<file path="src/rtl/wave_pkg.sv">
// Shared definitions for the wave amplitude controller: midscale code,
// gain index width, gain FSM state encoding and the target-step helper.
package wave_pkg;

   localparam logic [7:0] MIDSCALE = 8'd128;
   localparam int         GAIN_W   = 3;

   typedef logic [GAIN_W-1:0] gain_t;

   localparam gain_t GAIN_MAX = 3'd7;
   localparam gain_t GAIN_MIN = 3'd0;

   // IDLE: active gain equals target; PEND: a change waits for a crossing
   typedef enum logic {
      ST_IDLE = 1'b0,
      ST_PEND = 1'b1
   } gain_state_e;

   // Next target gain from up/down requests; saturating, both = hold
   function automatic gain_t step_target(gain_t cur, logic up, logic dn);
      gain_t nxt;
      nxt = cur;
      if (up && !dn && (cur != GAIN_MAX)) begin
         nxt = cur + gain_t'(1);
      end else if (dn && !up && (cur != GAIN_MIN)) begin
         nxt = cur - gain_t'(1);
      end
      return nxt;
   endfunction

endpackage

</file>
<file path="src/rtl/zc_detect.sv">
// Zero-crossing detector and pending-change wait counter.
// A crossing is a change of the sample MSB against the previous cycle's
// registered MSB. The counter runs while a gain change is pending and
// flags the forced-apply cycle at ZC_TIMEOUT-1.
module zc_detect #(
   parameter logic [15:0] ZC_TIMEOUT = 16'd65535
) (
   input  logic sys_clk,
   input  logic sys_rst,
   input  logic i_msb,
   input  logic i_clr,
   input  logic i_run,
   output logic o_zc,
   output logic o_timeout
);

   logic        r_prev_msb;
   logic [15:0] r_cnt;

   // Remember the previous sample polarity
   always_ff @(posedge sys_clk) begin
      if (sys_rst) begin
         r_prev_msb <= 1'b0;
      end else begin
         r_prev_msb <= i_msb;
      end
   end

   // Wait counter: held at zero outside PEND and restarted on every apply
   always_ff @(posedge sys_clk) begin
      if (sys_rst) begin
         r_cnt <= 16'd0;
      end else if (i_clr) begin
         r_cnt <= 16'd0;
      end else if (i_run) begin
         r_cnt <= r_cnt + 16'd1;
      end
   end

   assign o_zc      = i_msb ^ r_prev_msb;
   assign o_timeout = (r_cnt == (ZC_TIMEOUT - 16'd1));

endmodule

</file>
<file path="src/rtl/wave_amp_ctrl.sv">
// Wave amplitude controller: scales an offset-binary DDS stream by
// (gain_idx+1)/8 with a 2-cycle pipeline, and defers gain changes to the
// next zero crossing (or a timeout) so the DAC output never steps mid
// half-cycle.
// Optional feature: define WAVE_AMP_MUTE_EN to add a 'mute' input that
// forces the output to midscale one cycle later without touching the
// gain state machine.
module wave_amp_ctrl
   import wave_pkg::*;
#(
   parameter gain_t       GAIN_RST   = 3'd7,
   parameter logic [15:0] ZC_TIMEOUT = 16'd65535
) (
   input  logic       sys_clk,
   input  logic       sys_rst,
   input  logic [7:0] wave_in,
   input  logic       gain_up,
   input  logic       gain_down,
`ifdef WAVE_AMP_MUTE_EN
   input  logic       mute,
`endif
   output logic [7:0] wave_out,
   output logic [2:0] gain_idx,
   output logic       gain_pend
);

   // Offset-binary sample times (g+1)/8, floor rounding; cannot overflow
   function automatic logic [7:0] scale_sample(logic [7:0] smp, gain_t g);
      logic signed [8:0]  s;
      logic signed [4:0]  m;
      logic signed [12:0] p;
      logic signed [12:0] q;
      s = $signed({1'b0, smp}) - 9'sd128;
      m = $signed({2'b00, g}) + 5'sd1;
      p = 13'(s) * 13'(m);
      q = p >>> 3;
      return q[7:0] + MIDSCALE;
   endfunction

   gain_state_e r_state;
   gain_t       r_active;
   gain_t       r_target;
   logic        r_pend;

   logic [7:0]  r_smp_p0;
   gain_t       r_gain_p0;
   logic [7:0]  r_wave_p1;

   gain_t       w_tgt_next;
   logic        w_zc;
   logic        w_timeout;
   logic        w_apply;
   logic        w_cnt_clr;
   logic        w_cnt_run;
   logic        w_mute;

   assign w_tgt_next = step_target(r_target, gain_up, gain_down);
   assign w_apply    = (r_state == ST_PEND) && (w_zc || w_timeout);
   assign w_cnt_clr  = (r_state == ST_IDLE) || w_apply;
   assign w_cnt_run  = (r_state == ST_PEND);

`ifdef WAVE_AMP_MUTE_EN
   assign w_mute = mute;
`else
   assign w_mute = 1'b0;
`endif

   zc_detect #(
      .ZC_TIMEOUT (ZC_TIMEOUT)
   ) u_zc_detect (
      .sys_clk   (sys_clk),
      .sys_rst   (sys_rst),
      .i_msb     (wave_in[7]),
      .i_clr     (w_cnt_clr),
      .i_run     (w_cnt_run),
      .o_zc      (w_zc),
      .o_timeout (w_timeout)
   );

   // Gain FSM: track target, hold active until a crossing or timeout
   always_ff @(posedge sys_clk) begin
      if (sys_rst) begin
         r_state  <= ST_IDLE;
         r_active <= GAIN_RST;
         r_target <= GAIN_RST;
         r_pend   <= 1'b0;
      end else begin
         r_target <= w_tgt_next;
         case (r_state)
            ST_IDLE: begin
               if (w_tgt_next != r_active) begin
                  r_state <= ST_PEND;
                  r_pend  <= 1'b1;
               end
            end
            ST_PEND: begin
               if (w_apply) begin
                  // apply the target seen this cycle; a same-cycle request stays pending
                  r_active <= r_target;
                  if (w_tgt_next == r_target) begin
                     r_state <= ST_IDLE;
                     r_pend  <= 1'b0;
                  end
               end else if (w_tgt_next == r_active) begin
                  r_state <= ST_IDLE;
                  r_pend  <= 1'b0;
               end
            end
            default: begin
               r_state <= ST_IDLE;
               r_pend  <= 1'b0;
            end
         endcase
      end
   end

   // Stage p0: capture sample together with the gain active this cycle
   always_ff @(posedge sys_clk) begin
      if (sys_rst) begin
         r_smp_p0  <= MIDSCALE;
         r_gain_p0 <= GAIN_RST;
      end else begin
         r_smp_p0  <= wave_in;
         r_gain_p0 <= r_active;
      end
   end

   // Stage p1: scaled output, forced to midscale while muted
   always_ff @(posedge sys_clk) begin
      if (sys_rst) begin
         r_wave_p1 <= MIDSCALE;
      end else if (w_mute) begin
         r_wave_p1 <= MIDSCALE;
      end else begin
         r_wave_p1 <= scale_sample(r_smp_p0, r_gain_p0);
      end
   end

   assign wave_out  = r_wave_p1;
   assign gain_idx  = r_active;
   assign gain_pend = r_pend;

endmodule

</file>
<file path="config.mk">
export PLATFORM = sky130hd
export DESIGN_NAME = wave_amp_ctrl
export DESIGN_NICKNAME = d
export VERILOG_FILES = /design/src/rtl/wave_pkg.sv /design/src/rtl/zc_detect.sv /design/src/rtl/wave_amp_ctrl.sv
export SDC_FILE = /design/constraint.sdc
export NUM_CORES = 1
export LEC_CHECK = 0
export ABC_AREA = 1
export CAP_MARGIN = 10
export CORE_AREA = 2 2 90 92
export CTS_CLUSTER_SIZE = 40
export DETAILED_ROUTE_END_ITERATION = 6
export DIE_AREA = 0 0 92 94
export PLACE_DENSITY_LB_ADDON = 0.2
export SYNTH_ARGS = -nofsm -noshare
export SYNTH_HDL_FRONTEND = slang
export SYNTH_SLANG_ARGS = --single-unit
export TNS_END_PERCENT = 5
</file>
<file path="constraint.sdc">
create_clock -name sys_clk -period 5.04 [get_ports sys_clk]
set_input_delay 1.008 -clock sys_clk [delete_from_list [all_inputs] [get_ports sys_clk]]
set_output_delay 1.008 -clock sys_clk [all_outputs]
set_load 0.01 [all_outputs]
</file>
## After elaboration in Yosys (flattened, before gate mapping)

Cells that the tools add are included.

| cells by class | value |
|---|---|
| add/sub/neg operators | 6 |
| multipliers | 1 |
| divide/modulo/power cells | 0 |
| magnitude comparators | 0 |
| equality and inequality tests | 8 |
| shift-type cells | 0 |
| mux-type cells | 12 |
| bitwise logic cells | 2 |
| reductions and logical operators | 13 |

Operators by type and width:

| cell | number |
|---|---|
| $add A16 B1 Y16 const B | 1 |
| $eq A16 B16 Y1 const B | 1 |
| $mul A9 B5 Y11 | 1 |
| $sub A8 B8 Y9 const B | 1 |
| $add A8 B8 Y8 const B | 1 |
| $mux W1 | 8 |
| $eq A3 B3 Y1 | 2 |
| $mux W3 | 2 |
| $logic_and A1 B1 Y1 | 5 |
| $add A3 B1 Y4 const B | 1 |
| $pmux W1 S2 | 2 |
| $add A3 B1 Y3 const B | 1 |
| $ne A3 B1 Y1 const B | 1 |
| $ne A3 B2 Y1 const B | 1 |
| $ne A3 B3 Y1 | 1 |
| $ne A3 B3 Y1 const B | 1 |
| $reduce_and A3 Y1 | 1 |
| $reduce_bool A3 Y1 | 1 |
| $sub A3 B1 Y3 const B | 1 |
| $logic_not A1 Y1 | 2 |
| $logic_or A1 B1 Y1 | 2 |
| $ne A2 B1 Y1 const B | 1 |
| $reduce_and A2 Y1 | 1 |
| $reduce_or A2 Y1 | 1 |
| 2 further kinds | 2 |

| word-level totals | value |
|---|---|
| register bits after elaboration | 44 |
| bits in latches | 0 |
| RAM bits | 0 |
| ROM bits | 0 |
| input port bits | 12 |
| output and inout port bits | 12 |
| word-level logic and storage cells | 51 |
| memories | 0 |

## Depth between registers and ports, before layout

Gate-level depths: netlist of the first run.

| depth | value |
|---|---|
| depth in word-level cells | 9 |
| mapped depth | 16 |

## By module

A second synthesis of the first run with hierarchy kept.

| second synthesis, totals | value |
|---|---|
| cell total of the unflattened synthesis | 431 |
| area, all modules | 3,020.4 um^2 |

By module, submodules not included:

| module | instances | cells an instance | area each (um^2) | sequential area each (um^2) |
|---|---|---|---|---|
| wave_amp_ctrl | 1 | 299 | 2,120.8 | 540.5 |
| zc_detect | 1 | 132 | 899.6 | 340.3 |

## Least setup slack after synthesis of the first run

Ideal clock, no wire load.

| timing path | value |
|---|---|
| path type | reg-to-reg |
| start | register r_gain_p0[0] |
| end | register r_wave_p1[6] (netlist: wave_out[6]) |
| library setup time | 0.115 ns |
| data arrival time | 3.359 ns |
| data required time | 4.925 ns |
| path slack | 1.566 ns |
| stages on the path, launching flop included | 16 |
| path buffers | 0 |
| cell sequence | dfxtp_1 -> ha_1 -> xnor2_2 -> nor2_1 -> ha_1 -> fa_1 -> inv_1 -> fa_1 -> inv_1 -> ha_1 -> inv_1 -> o21ai_0 -> a221oi_1 -> nand3_1 -> nand2_1 -> nor2_1 |

| between the ends | value |
|---|---|
| longest elaborated chain between the ends | 3 |

Ends and longest elaborated chain:

| item | RTL line | source |
|---|---|---|
| start, declared | wave_amp_ctrl.sv:46 | `gain_t r_gain_p0;` |
| start signal, assigned | wave_amp_ctrl.sv:124 | `r_gain_p0 <= r_active;` |
| $add A3 B1 Y4 | wave_amp_ctrl.sv:34 | `m = $signed({2'b00, g}) + 5'sd1;` |
| $mul A9 B5 Y11 | wave_amp_ctrl.sv:35 | `p = 13'(s) * 13'(m);` |
| $add A8 B8 Y8 | wave_amp_ctrl.sv:37 | `return q[7:0] + MIDSCALE;` |
| end signal, assigned | wave_amp_ctrl.sv:135 | `r_wave_p1 <= scale_sample(r_smp_p0, r_gain_p0);` |
| end, declared | wave_amp_ctrl.sv:47 | `logic [7:0] r_wave_p1;` |

No other way between the ends.
A chain may end at the register's enable or synchronous reset.

## Final worst setup path of the first run

| timing path | value |
|---|---|
| start | register r_gain_p0[0] |
| end | register r_wave_p1[7] (netlist: wave_out[7]) |

Same word-level chain as after synthesis.

==> results of run 1 <==
==> registers in the layout (all words and copies together) (netlist names) <==
| name | cells |
|---|---|
| r_gain_p0 | 3 |
| r_target | 3 |
| gain_idx | 3 |
| r_smp_p0 | 8 |
| r_state | 1 |
| gain_pend | 1 |
| wave_out | 8 |
| u_zc_detect.r_prev_msb | 1 |
| u_zc_detect.r_cnt | 16 |
==> power by group <==
part | switching, mW | internal, mW | total [mW]
combinational | 0.147 | 0.111 | 0.258
sequential | 0.0255 | 0.375 | 0.401
clock | 0.131 | 0.149 | 0.281
==> routing by layer <==
layer | track usage (%) | up-vias | wire [um]
li1 | - | 1268 | -
met1 | 17.72 | 1125 | 2584
met2 | 27.21 | 29 | 2763
met3 | 2.809 | 5 | 148
met4 | 3.234 | 0 | 48
met5 | 0 | - | 0
==> worst max-delay path: stages, from the launching register on <==
cell and delay (ns):
dfxtp_1 0.38, ha_1 0.26, xnor2_2 0.36, nor2_1 0.09
ha_1 0.33, fa_1 0.53, inv_1 0.05, fa_1 0.52
inv_1 0.04, ha_1 0.35, a21oi_1 0.21, nand2_1 0.13
a21oi_1 0.20, inv_1 0.06, nand2_1 0.06, nand3_1 0.05
==> per-stage QoR <==
step / setup slack (ns) / instance area [um2] / std cells
6_report: 1.304 / 3413 / 520
3_5_place_dp: 1.335 / 3297 / 512
4_1_cts: 1.297 / 3413 / 520
3_3_place_gp: 1.426 / 3297 / 512
2_1_floorplan: 1.566 / 2968 / 391
5_1_grt: 0.9812 / 3413 / 520
==> final timing paths <==
path | start | to | slack [ns] | cells past startpoint
worst max register to register | r_gain_p0[0] | wave_out[7] | 1.30 | 15
worst max-delay path | r_gain_p0[0] | wave_out[7] | 1.30 | 15
worst min-delay path | u_zc_detect.r_cnt[15] | u_zc_detect.r_cnt[15] | 0.48 | 2
worst min register to register | u_zc_detect.r_cnt[15] | u_zc_detect.r_cnt[15] | 0.48 | 2
==> placed cells by master (no fill, tap or decap), types with 5 or more instances in the layout <==
cell | synthesis | layout
fa_1 | 14 | 14
clkdlybuf4s50_1 | 0 | 23
nand2_1 | 75 | 75
nor2_1 | 51 | 51
nand4_1 | 6 | 6
ha_1 | 24 | 24
a21oi_1 | 18 | 18
xor2_1 | 6 | 6
nand2_2 | 6 | 6
inv_1 | 74 | 74
clkbuf_8 | 1 | 5
dfxtp_1 | 44 | 44
o21ai_0 | 6 | 6
nand3_1 | 22 | 22
==> area by class of cell <==
| type | count | area [um2] | share of cell area (%) |
|---|---|---|---|
| multi-input cells | 265 | 1752 | 51.32 |
| repair buffers | 23 | 230.2 | 6.745 |
| clock inverters | 3 | 47.55 | 1.393 |
| clock buffers | 5 | 68.82 | 2.016 |
| flip-flops and latches | 44 | 880.8 | 25.81 |
| well taps | 102 | 127.6 | 3.739 |
| inverters | 78 | 306.5 | 8.981 |
==> logic make-up (layout without fill, tap and decap cells) <==
family	after synthesis	in the layout	share of synthesized area [%]
flops	44	44	29.68
buf+inv	82	109	11.30
simple gates	184	184	29.47
compound gates	31	31	5.945
xor+xnor	12	12	4.047
fa+ha+maj	38	38	19.56
==> impl_results.md, run 1 <==
* Final standard cell utilization of the core at 44.87%
* Final Critical Period at 3.736 ns
* Height of the chip at 94 um
* I/O Pins at 24
* Final-layout fill cell count at 785
* Max-cap violations at 0
* Router iterations before antenna repair at 6
* Estimated wirelength of the detail-placed design at 4.342 mm
* Min Hold Slack at 0.4788 ns
* Average wire length per cell after detail routing at 10.66 um
* Cell type with the largest total area after synthesis: dfxtp_1
* Relative max-transition margin at 63.75%
* Class of the most critical setup path: flop to flop
* Number of hold-repair buffers added at the cts stage at 0
* Per-cell via count in the routed design at 4.667
* Worst endpoint required time at 5.22 ns
* Kind of start point of the critical path: flop
* Top_reg_cell synth: dfxtp_1
* Effective utilization at floorplan at 39.01%
* Worst Hold Class: flop to flop
* Synthesized area at 2968 um2
* Part of the cycle the worst path needs at 74.13%
* Core outline area at 7607 um2
* Via total after detailed routing at 2,427
* Area fraction of the dominant cell type after synthesis at 29.68%
* Number of hold-slack violations in the final timing report at 0
* Total power consumption of the routed design at 0.9395 mW
* Tightest Pin Transition at 0.5420 ns
* Data arrival time at the worst-slack endpoint at 3.92 ns
* Post_cts resized at 0
* Leading cell types by count after synthesis: nand2_1 (75), inv_1 (74), nor2_1 (51)
* GR Overflow Total at 0
* Total clock buffers created by CTS at 5
* Worst IR drop on VDD at 154.7 uV
* Most frequently used cell type in the post-synthesis netlist: nand2_1
* Antenna Diode Count at 0
* Yosys cell types at 40
* Post-detailed-route count of antenna-violating nets at 0
* Leakage power figure at 1.643 nW
* Proportion of synthesized chip area in sequential cells at 29.68%
* Clock transition at the registers of the reported paths at 0.09 ns
* Routed Wire Length at 5.544 mm
* Buffers added on ports at 23
* Buffers inserted by post-CTS timing repair at 0
* Wire length of the first global-routing pass at 10.42 mm
* DR DRC count at 0
* Via count of the first global-routing pass at 2,421
* Deepest clock path buffer count at 2
* Number of setup violations in the final report at 0
* Critical Path Fanout Max at 9
* Unrepaired setup endpoints after global routing: no
* P per Cell Area at 275.2 nW/um2
* Mapped Avg Cell Area at 7.590 um2
* Final slew viol count at 0
* Area Overhead vs Synth at 15.01%
* Clock insertion delay at the later pin of the skew report at 0.30 ns
* Number of core rows at 32
* Max Clock Freq at 267.7 MHz
* Total die area at 8648 um2
* Post-Synthesis Net Count at 441
* Run status: completed
* H-Tree Depth at 2
* Fraction of final layout cells sized beyond drive strength 1 at 8.134%
* Leading cell types by total area after synthesis: dfxtp_1 (30%), ha_1 (10%), nand2_1 (9.5%)
* Fraction of registers with async set/reset at 0%
* Total Negative Setup Slacks at 0 ns
* Fin nets at 467
* Clock Skews at 0.009794 ns
* Ys Warns at 0
* TritonCTS clock tree: built
* DRT iter0 DRCs at 84
* Horizontal die dimension at 92 um
* Buffer type at the clock tree root: clkbuf_8
* Number of flops mapped to enable cells by yosys at 0
* Total routing resource utilization after global routing at 14.72%
* Number of clock sinks seen by CTS at 44
* Number of standard cells after synthesis at 391
* Critical path endpoint category: flop
* Largest net degree at the start of global routing at 19
* Number of antenna violations at the first check in global routing at 0
* Count of state elements after synthesis at 44
* Last weighted congestion value of the routability-driven placer at 0.7999
Power figures use the tool's default switching activity.
==> run 2, diff against run 1 <==
==> constraint.sdc (replaced) <==
create_clock -name sys_clk -period 3.2 [get_ports sys_clk]
set_input_delay 0.64 -clock sys_clk [delete_from_list [all_inputs] [get_ports sys_clk]]
set_output_delay 0.64 -clock sys_clk [all_outputs]
set_load 0.01 [all_outputs]
==> run 2 against run 1 <==
Compared with the run above:
- sequential cell count unchanged
- sequential share of layout area decreased by 2.0 points
- largest power group unchanged
- global-route usage increased by 0.83 points
- clock-buffer cell count unchanged
- critical path type unchanged
- hold slack improved by 0.0019 ns
- non-clock buffer count increased by 16
- clock skew increased by 0.0012 ns
- cell count increased by 3.1%
- the flow now finishes with violations (setup timing)
==> impl_results.md, run 2 (same netlist as run 1, synthesis figures left out) <==
* Antenna Diode Count at 0 (unchanged)
* Clock Skews at 0.01098 ns (+0.001186 ns)
* Critical R2R Launch: r_gain_p0[0]
* Hold-critical path depth at 2 (unchanged)
* Min-Delay Startpoint: u_zc_detect.r_cnt[15]
* Max Clock Freq at 311.3 MHz (+16%)
* Data arrival time at the worst-slack endpoint at 3.40 ns (-0.52 ns)
* Final standard cell utilization of the core at 48.90% (+4.0 points)
* Clock insertion delay at the later pin of the skew report at 0.30 ns (about the same)
* Max incr delay on CP at 0.52 ns (about the same)
* H-Tree Depth at 2 (unchanged)
* Total routing resource utilization after global routing at 15.55% (+0.83 points)
* Router iterations before antenna repair at 4 (-2)
* Number of hold-slack violations in the final timing report at 0 (unchanged)
* Estimated wirelength of the detail-placed design at 4.575 mm (+5.4%)
* Buffers added on ports at 23 (unchanged)
* Final-layout fill cell count at 787 (+0.25%)
* Leakage power figure at 1.717 nW (+4.5%)
* Last weighted congestion value of the routability-driven placer at 0.8025 (+0.33%)
* Part of the cycle the worst path needs at 100.4% (+26 points)
* Max FFs per register at 16 (unchanged)
* Via count of the first global-routing pass at 2,532 (+4.6%)
* Wire length of the first global-routing pass at 10.83 mm (+3.9%)
* Setup ws final at -0.01257 ns (-1.316 ns)
* Total clock buffers created by CTS at 5 (unchanged)
* Post-detailed-route count of antenna-violating nets at 0 (unchanged)
* Length in cells of the worst reg-to-reg path at 15 (unchanged)
* Routed Wire Length at 5.925 mm (+6.9%)
* Worst IR drop on VDD at 193.7 uV (+25%)
* Commonest cells after routing, fill and taps aside: nand2_1 (73), inv_1 (71), nor2_1 (51), dfxtp_1 (41), clkdlybuf4s50_1 (23)
* Via total after detailed routing at 2,453 (+1.1%)
* Per-cell via count in the routed design at 4.576 (-1.9%)
* Average wire length per cell after detail routing at 11.05 um (+3.7%)
* Fin nets at 483 (+3.4%)
* Number of clock sinks seen by CTS at 44 (unchanged)
* Worst Hold Class: flop to flop
* Number of antenna violations at the first check in global routing at 0 (unchanged)
* Setup slack of the worst register-to-register path at -0.01 ns (-1.32 ns)
* Clock transition at the registers of the reported paths at 0.09 ns (about the same)
* Final slew viol count at 0 (unchanged)
* Unrepaired setup endpoints after global routing: yes
* Critical Path Fanout Max at 7 (-2)
* Top layer reached by signal wires: met4
* Placed instance count at 527 (+2.9%)
* Final Critical Period at 3.213 ns (-0.5235 ns)
* Run status: finished, violations left
* TritonCTS clock tree: built
* Worst slack at placement at -0.2250 ns (-1.560 ns)
* Relative max-transition margin at 68.79% (+5.0 points)
* Number of setup violations in the final report at 2 (+2)
* P per Cell Area at 431.3 nW/um2 (+57%)
* Met3 wirelength from detailed routing at 112 um (-24%)
* Commonest non-fill, non-tap cell in the layout: nand2_1
* Category of cells accounting for the largest share of critical-path delay: adder cells
* CP cell instances: ha_4 > xnor2_4 > nor2_1 > ha_1 > inv_1 > fa_1 > inv_1 > fa_1 > ha_4 > a21oi_4 > o21ai_1 > a21oi_2 > inv_1 > nand2_1 > nand3_1
* Critical path endpoint category: flop
* Total length of routed met2 wires at 2.943 mm (+6.5%)
* CP Buf/Inv Count at 3 (unchanged)
* Slowest stage cell on the critical path: fa_1
* Non-filler instance count after layout at 536 (+3.1%)
* Destination of the worst hold path: u_zc_detect.r_cnt[15]
* Number of hold-repair buffers added at the cts stage at 0 (unchanged)
* Violations in the final reports: setup timing
* Horizontal die dimension at 92 um (unchanged)
* I/O Pins at 24 (unchanged)
* Core outline area at 7607 um2 (unchanged)
* Effective utilization at floorplan at 39.01% (unchanged)
* Wire length the detailed router placed on met1 at 2.791 mm (+8.0%)
* Largest net degree at the start of global routing at 19 (unchanged)
* Most flop-heavy register: u_zc_detect.r_cnt
* Number of core rows at 32 (unchanged)
* Total die area at 8648 um2 (unchanged)
* GR Overflow Total at 0 (unchanged)
* Kind of start point of the critical path: flop
* Most prevalent standard cell on the critical path: inv_1
* DRT iter0 DRCs at 37 (-56%)
* Max-cap violations at 0 (unchanged)
* Area Overhead vs Synth at 25.34%
* DR DRC count at 0 (unchanged)
* Fraction of final layout cells sized beyond drive strength 1 at 17.28% (+9.1 points)
* R2r endpoint: wave_out[7]
* Height of the chip at 94 um (unchanged)
* Class of the most critical setup path: flop to flop
* Deepest clock path buffer count at 2 (unchanged)
* Buffer type at the clock tree root: clkbuf_8
* Worst endpoint required time at 3.39 ns (-1.83 ns)
* Tightest Pin Transition at 0.4675 ns (-0.07456 ns)
[run 2: changes by cell type in the layout (fill, tap and decap cells not counted), sizes merged]
cell / change
clkinv: -2
buf: +16
clkinvlp: +1
inv: +1
[run 2: worst min-delay path, delay by kind of cell (launching register included)]
kind            cells  cell delay [ns]
compound gates      1             0.05
flops               1             0.33
simple gates        1             0.06
[run 2: cell type report]
type                    count  area, um2  share of cell area, %
well taps                 102      127.6                  3.431
flip-flops and latches     44      884.6                  23.78
inverters                  78      306.5                  8.241
clock buffers               5      68.82                  1.850
clock inverters             3      46.29                  1.245
multi-input cells         265       1928                  51.83
repair buffers             39      357.8                  9.620
[run 2: per-stage QoR]
stage	power, mW	cell area (um2)	hold slack [ns]	TNS, ns
2_1_floorplan	0.9520	3022	0.4410	-0.07230
3_3_place_gp	1.115	3463	0.4622	-0.4997
3_5_place_dp	1.123	3463	0.4735	-0.8566
6_report	1.604	3720	0.4806	-0.01932
4_1_cts	1.613	3692	0.4868	0
5_1_grt	1.720	3720	0.5104	-0.7783
[run 2: worst max path at each step]
| stage | slack (ns) | depth (start not counted) | end | startpoint |
|---|---|---|---|---|
| detailed placement | -0.22 | 16 | wave_out[7] | r_gain_p0[1] |
| finish | -0.01 | 15 | wave_out[7] | r_gain_p0[0] |
| global route | -0.17 | 15 | wave_out[6] | r_gain_p0[0] |
| global placement | -0.15 | 16 | wave_out[7] | r_gain_p0[1] |
| CTS | 0.004 | 15 | wave_out[6] | r_gain_p0[0] |
| floorplan | -0.07 | 15 | wave_out[6] | r_gain_p0[0] |
[run 2: where the power goes]
part | leakage (nW) | internal [mW] | switching [mW] | total [mW]
Combinational | 1.30 | 0.257 | 0.266 | 0.523
Sequential | 0.359 | 0.592 | 0.0388 | 0.630
Clock | 0.0548 | 0.236 | 0.215 | 0.451
[run 2: repair_timing]
| action | 4_1_cts | 5_1_grt |
|---|---|---|
| pin swaps | 23 | 7 |
| endpoints found under the setup margin | 6 | 6 |
| resized for setup | 23 | 5 |
| setup buffers | 0 | 1 |
| endpoints found under the hold margin | 0 | 0 |
[run 2: routing by layer]
metal,vias up,track usage [%]
met5,-,0
met2,20,28.37
met1,1131,18.36
li1,1295,-
met4,0,5.473
met3,7,2.729
==> edit: new RTL, settings of run 2 <==
Add a define of `WAVE_AMP_MUTE_EN`.
--- a/src/rtl/wave_amp_ctrl.sv
+++ b/src/rtl/wave_amp_ctrl.sv
@@ -7,2 +7,4 @@
 // gain state machine.
+`define WAVE_AMP_MUTE_EN
+
 module wave_amp_ctrl
Ports: changed (added mute); port bits go from 24 to 25. No check against the original RTL was run, so the function may have changed too.
==> edit against run 2 <==
  * The flow still finishes with violations (setup timing)
  * Setup slack lost 0.043 ns
  * Final area is 0.94% lower
  * Sequential cell count is the same
  * Routed wire length rose by 1.1%
  * First-iteration DRC count rose by 130%
  * Power shrank 6.0%
  * Area after synthesis down 1.6%
  * Largest power group unchanged
  * Highest routed layer unchanged
==> edit: results (changes against run 2) <==
- The flow ran to the end, but the final reports show violations.
- The final reports fail on setup timing.
- The detailed-route via count came to 2494 (+1.7%).
- The worst min-delay path startpoint is u_zc_detect.r_cnt[0].
- The leakage component of the power is 1.708 nW (-0.53%).
- The number of cells after detailed placement was 531 (+0.76%).
- The largest voltage drop on the vdd net was 0.0002434 V (+26%).
- The areal power density over the cells is 409.1 nW/um^2 (-5.1%).
- The post-route clock skew is 0.01159 ns (+0.0006074 ns).
- The via density per instance is 4.593 (+0.36%).
- The detailed-placement wirelength estimate is 4631 um (+1.2%).
- The filler cell count in the final layout is 764 (-2.9%).
- The adder-cell area share of the yosys netlist came to 0.1989 (+0.003270).
- The per-cell routed wire length was 11.03 um (-0.19%).
- The mean instance size in the synthesized netlist is 7.409 sq um (-2.4%).
- The setup-violating endpoint count in the final report came to 4 (+2).
- The post-route setup TNS is -0.1398 ns (-0.1205 ns).
- The number of cells traversed by the worst hold path is 1 (-1).
- The fraction of power consumed by combinational cells is 0.335 (+0.009).
- The compound-cell area share of the yosys netlist is 0.06858 (+0.009138).
- The XOR/XNOR share of the synthesized area is 0.04158 (+0.001105).
- The relative slew slack is 0.6651 (-0.02277).
- The part of the power in the clock network was 0.256 (-0.025).
- The final worst setup slack is -0.05559 ns (-0.04302 ns).
- The via count of the first global-routing pass was 2405 (-5.0%).
- The total routing resource utilization after global routing came to 0.1512 (-0.004354).
- The area of placed instances is 3442 sq um (-0.61%).
- Sorting the synthesized cells by area gives the leading types as sky130_fd_sc_hd__dfxtp_1 30%, sky130_fd_sc_hd__inv_1 11%, sky130_fd_sc_hd__ha_1 10%.
- The largest net degree at the start of global routing is 15 (-4).
- The top fanout value on the critical path is 5 (-2).
- Sorting the synthesized cells by how often they occur yields 82 x sky130_fd_sc_hd__inv_1, 73 x sky130_fd_sc_hd__nand2_1, 57 x sky130_fd_sc_hd__nor2_1.
-- edit: cell types whose count changed after synthesis, sizes merged, moves of 2 or more --
cell and change:
nor2 +6, inv +5, nand2 -3, nand3 -3, nand4 -3, o21ai +3
xnor2 +3, nand3b -2, nor3 +2, xor2 -2
-- edit: worst max-delay path by stage --
stage          slack [ns]         start  cells after the start          end
4_1_cts             -0.09  r_gain_p0[0]                     16  wave_out[7]
3_5_place_dp        -0.26  r_gain_p0[1]                     17  wave_out[7]
6_report            -0.06  r_gain_p0[0]                     17  wave_out[7]
2_1_floorplan      -0.001  r_gain_p0[0]                     15  wave_out[6]
3_3_place_gp        -0.15  r_gain_p0[1]                     17  wave_out[7]
5_1_grt             -0.26  r_gain_p0[1]                     17  wave_out[7]
-- edit: logic make-up (layout without fill, tap and decap cells) --
group,Yosys count,count (layout)
xor gates and xnor gates,13,14
and+or+nand+nor,179,179
buffers and inverters,86,132
DFF,44,44
adders and majority gates,38,38
AOI/OAI and AO/OA,34,34
-- edit: routing by layer --
layer  GRT usage  wire length (um)  up-vias
met5           0                 0        -
met4     0.05348               123        0
met3     0.02648               145       10
met2      0.2763              3101       27
met1      0.1779              2621     1156
li1            -                 -     1301
-- edit: final cells by class --
cell class	count	area, sq um	area share
inverters	82	307.8	0.08353
clock inverters	2	15.01	0.004075
flip-flops and latches	44	884.6	0.2401
well taps	102	127.6	0.03463
multi-input cells	265	1892	0.5134
repair buffers	42	375.4	0.1019
clock buffers	6	82.58	0.02241
-- edit: what timing repair did --
item,4_1_cts,5_1_grt
buffers inserted,2,1
cloned,1,0
pin swaps,13,18
setup endpoints to repair,6,6
gates resized for setup,8,17
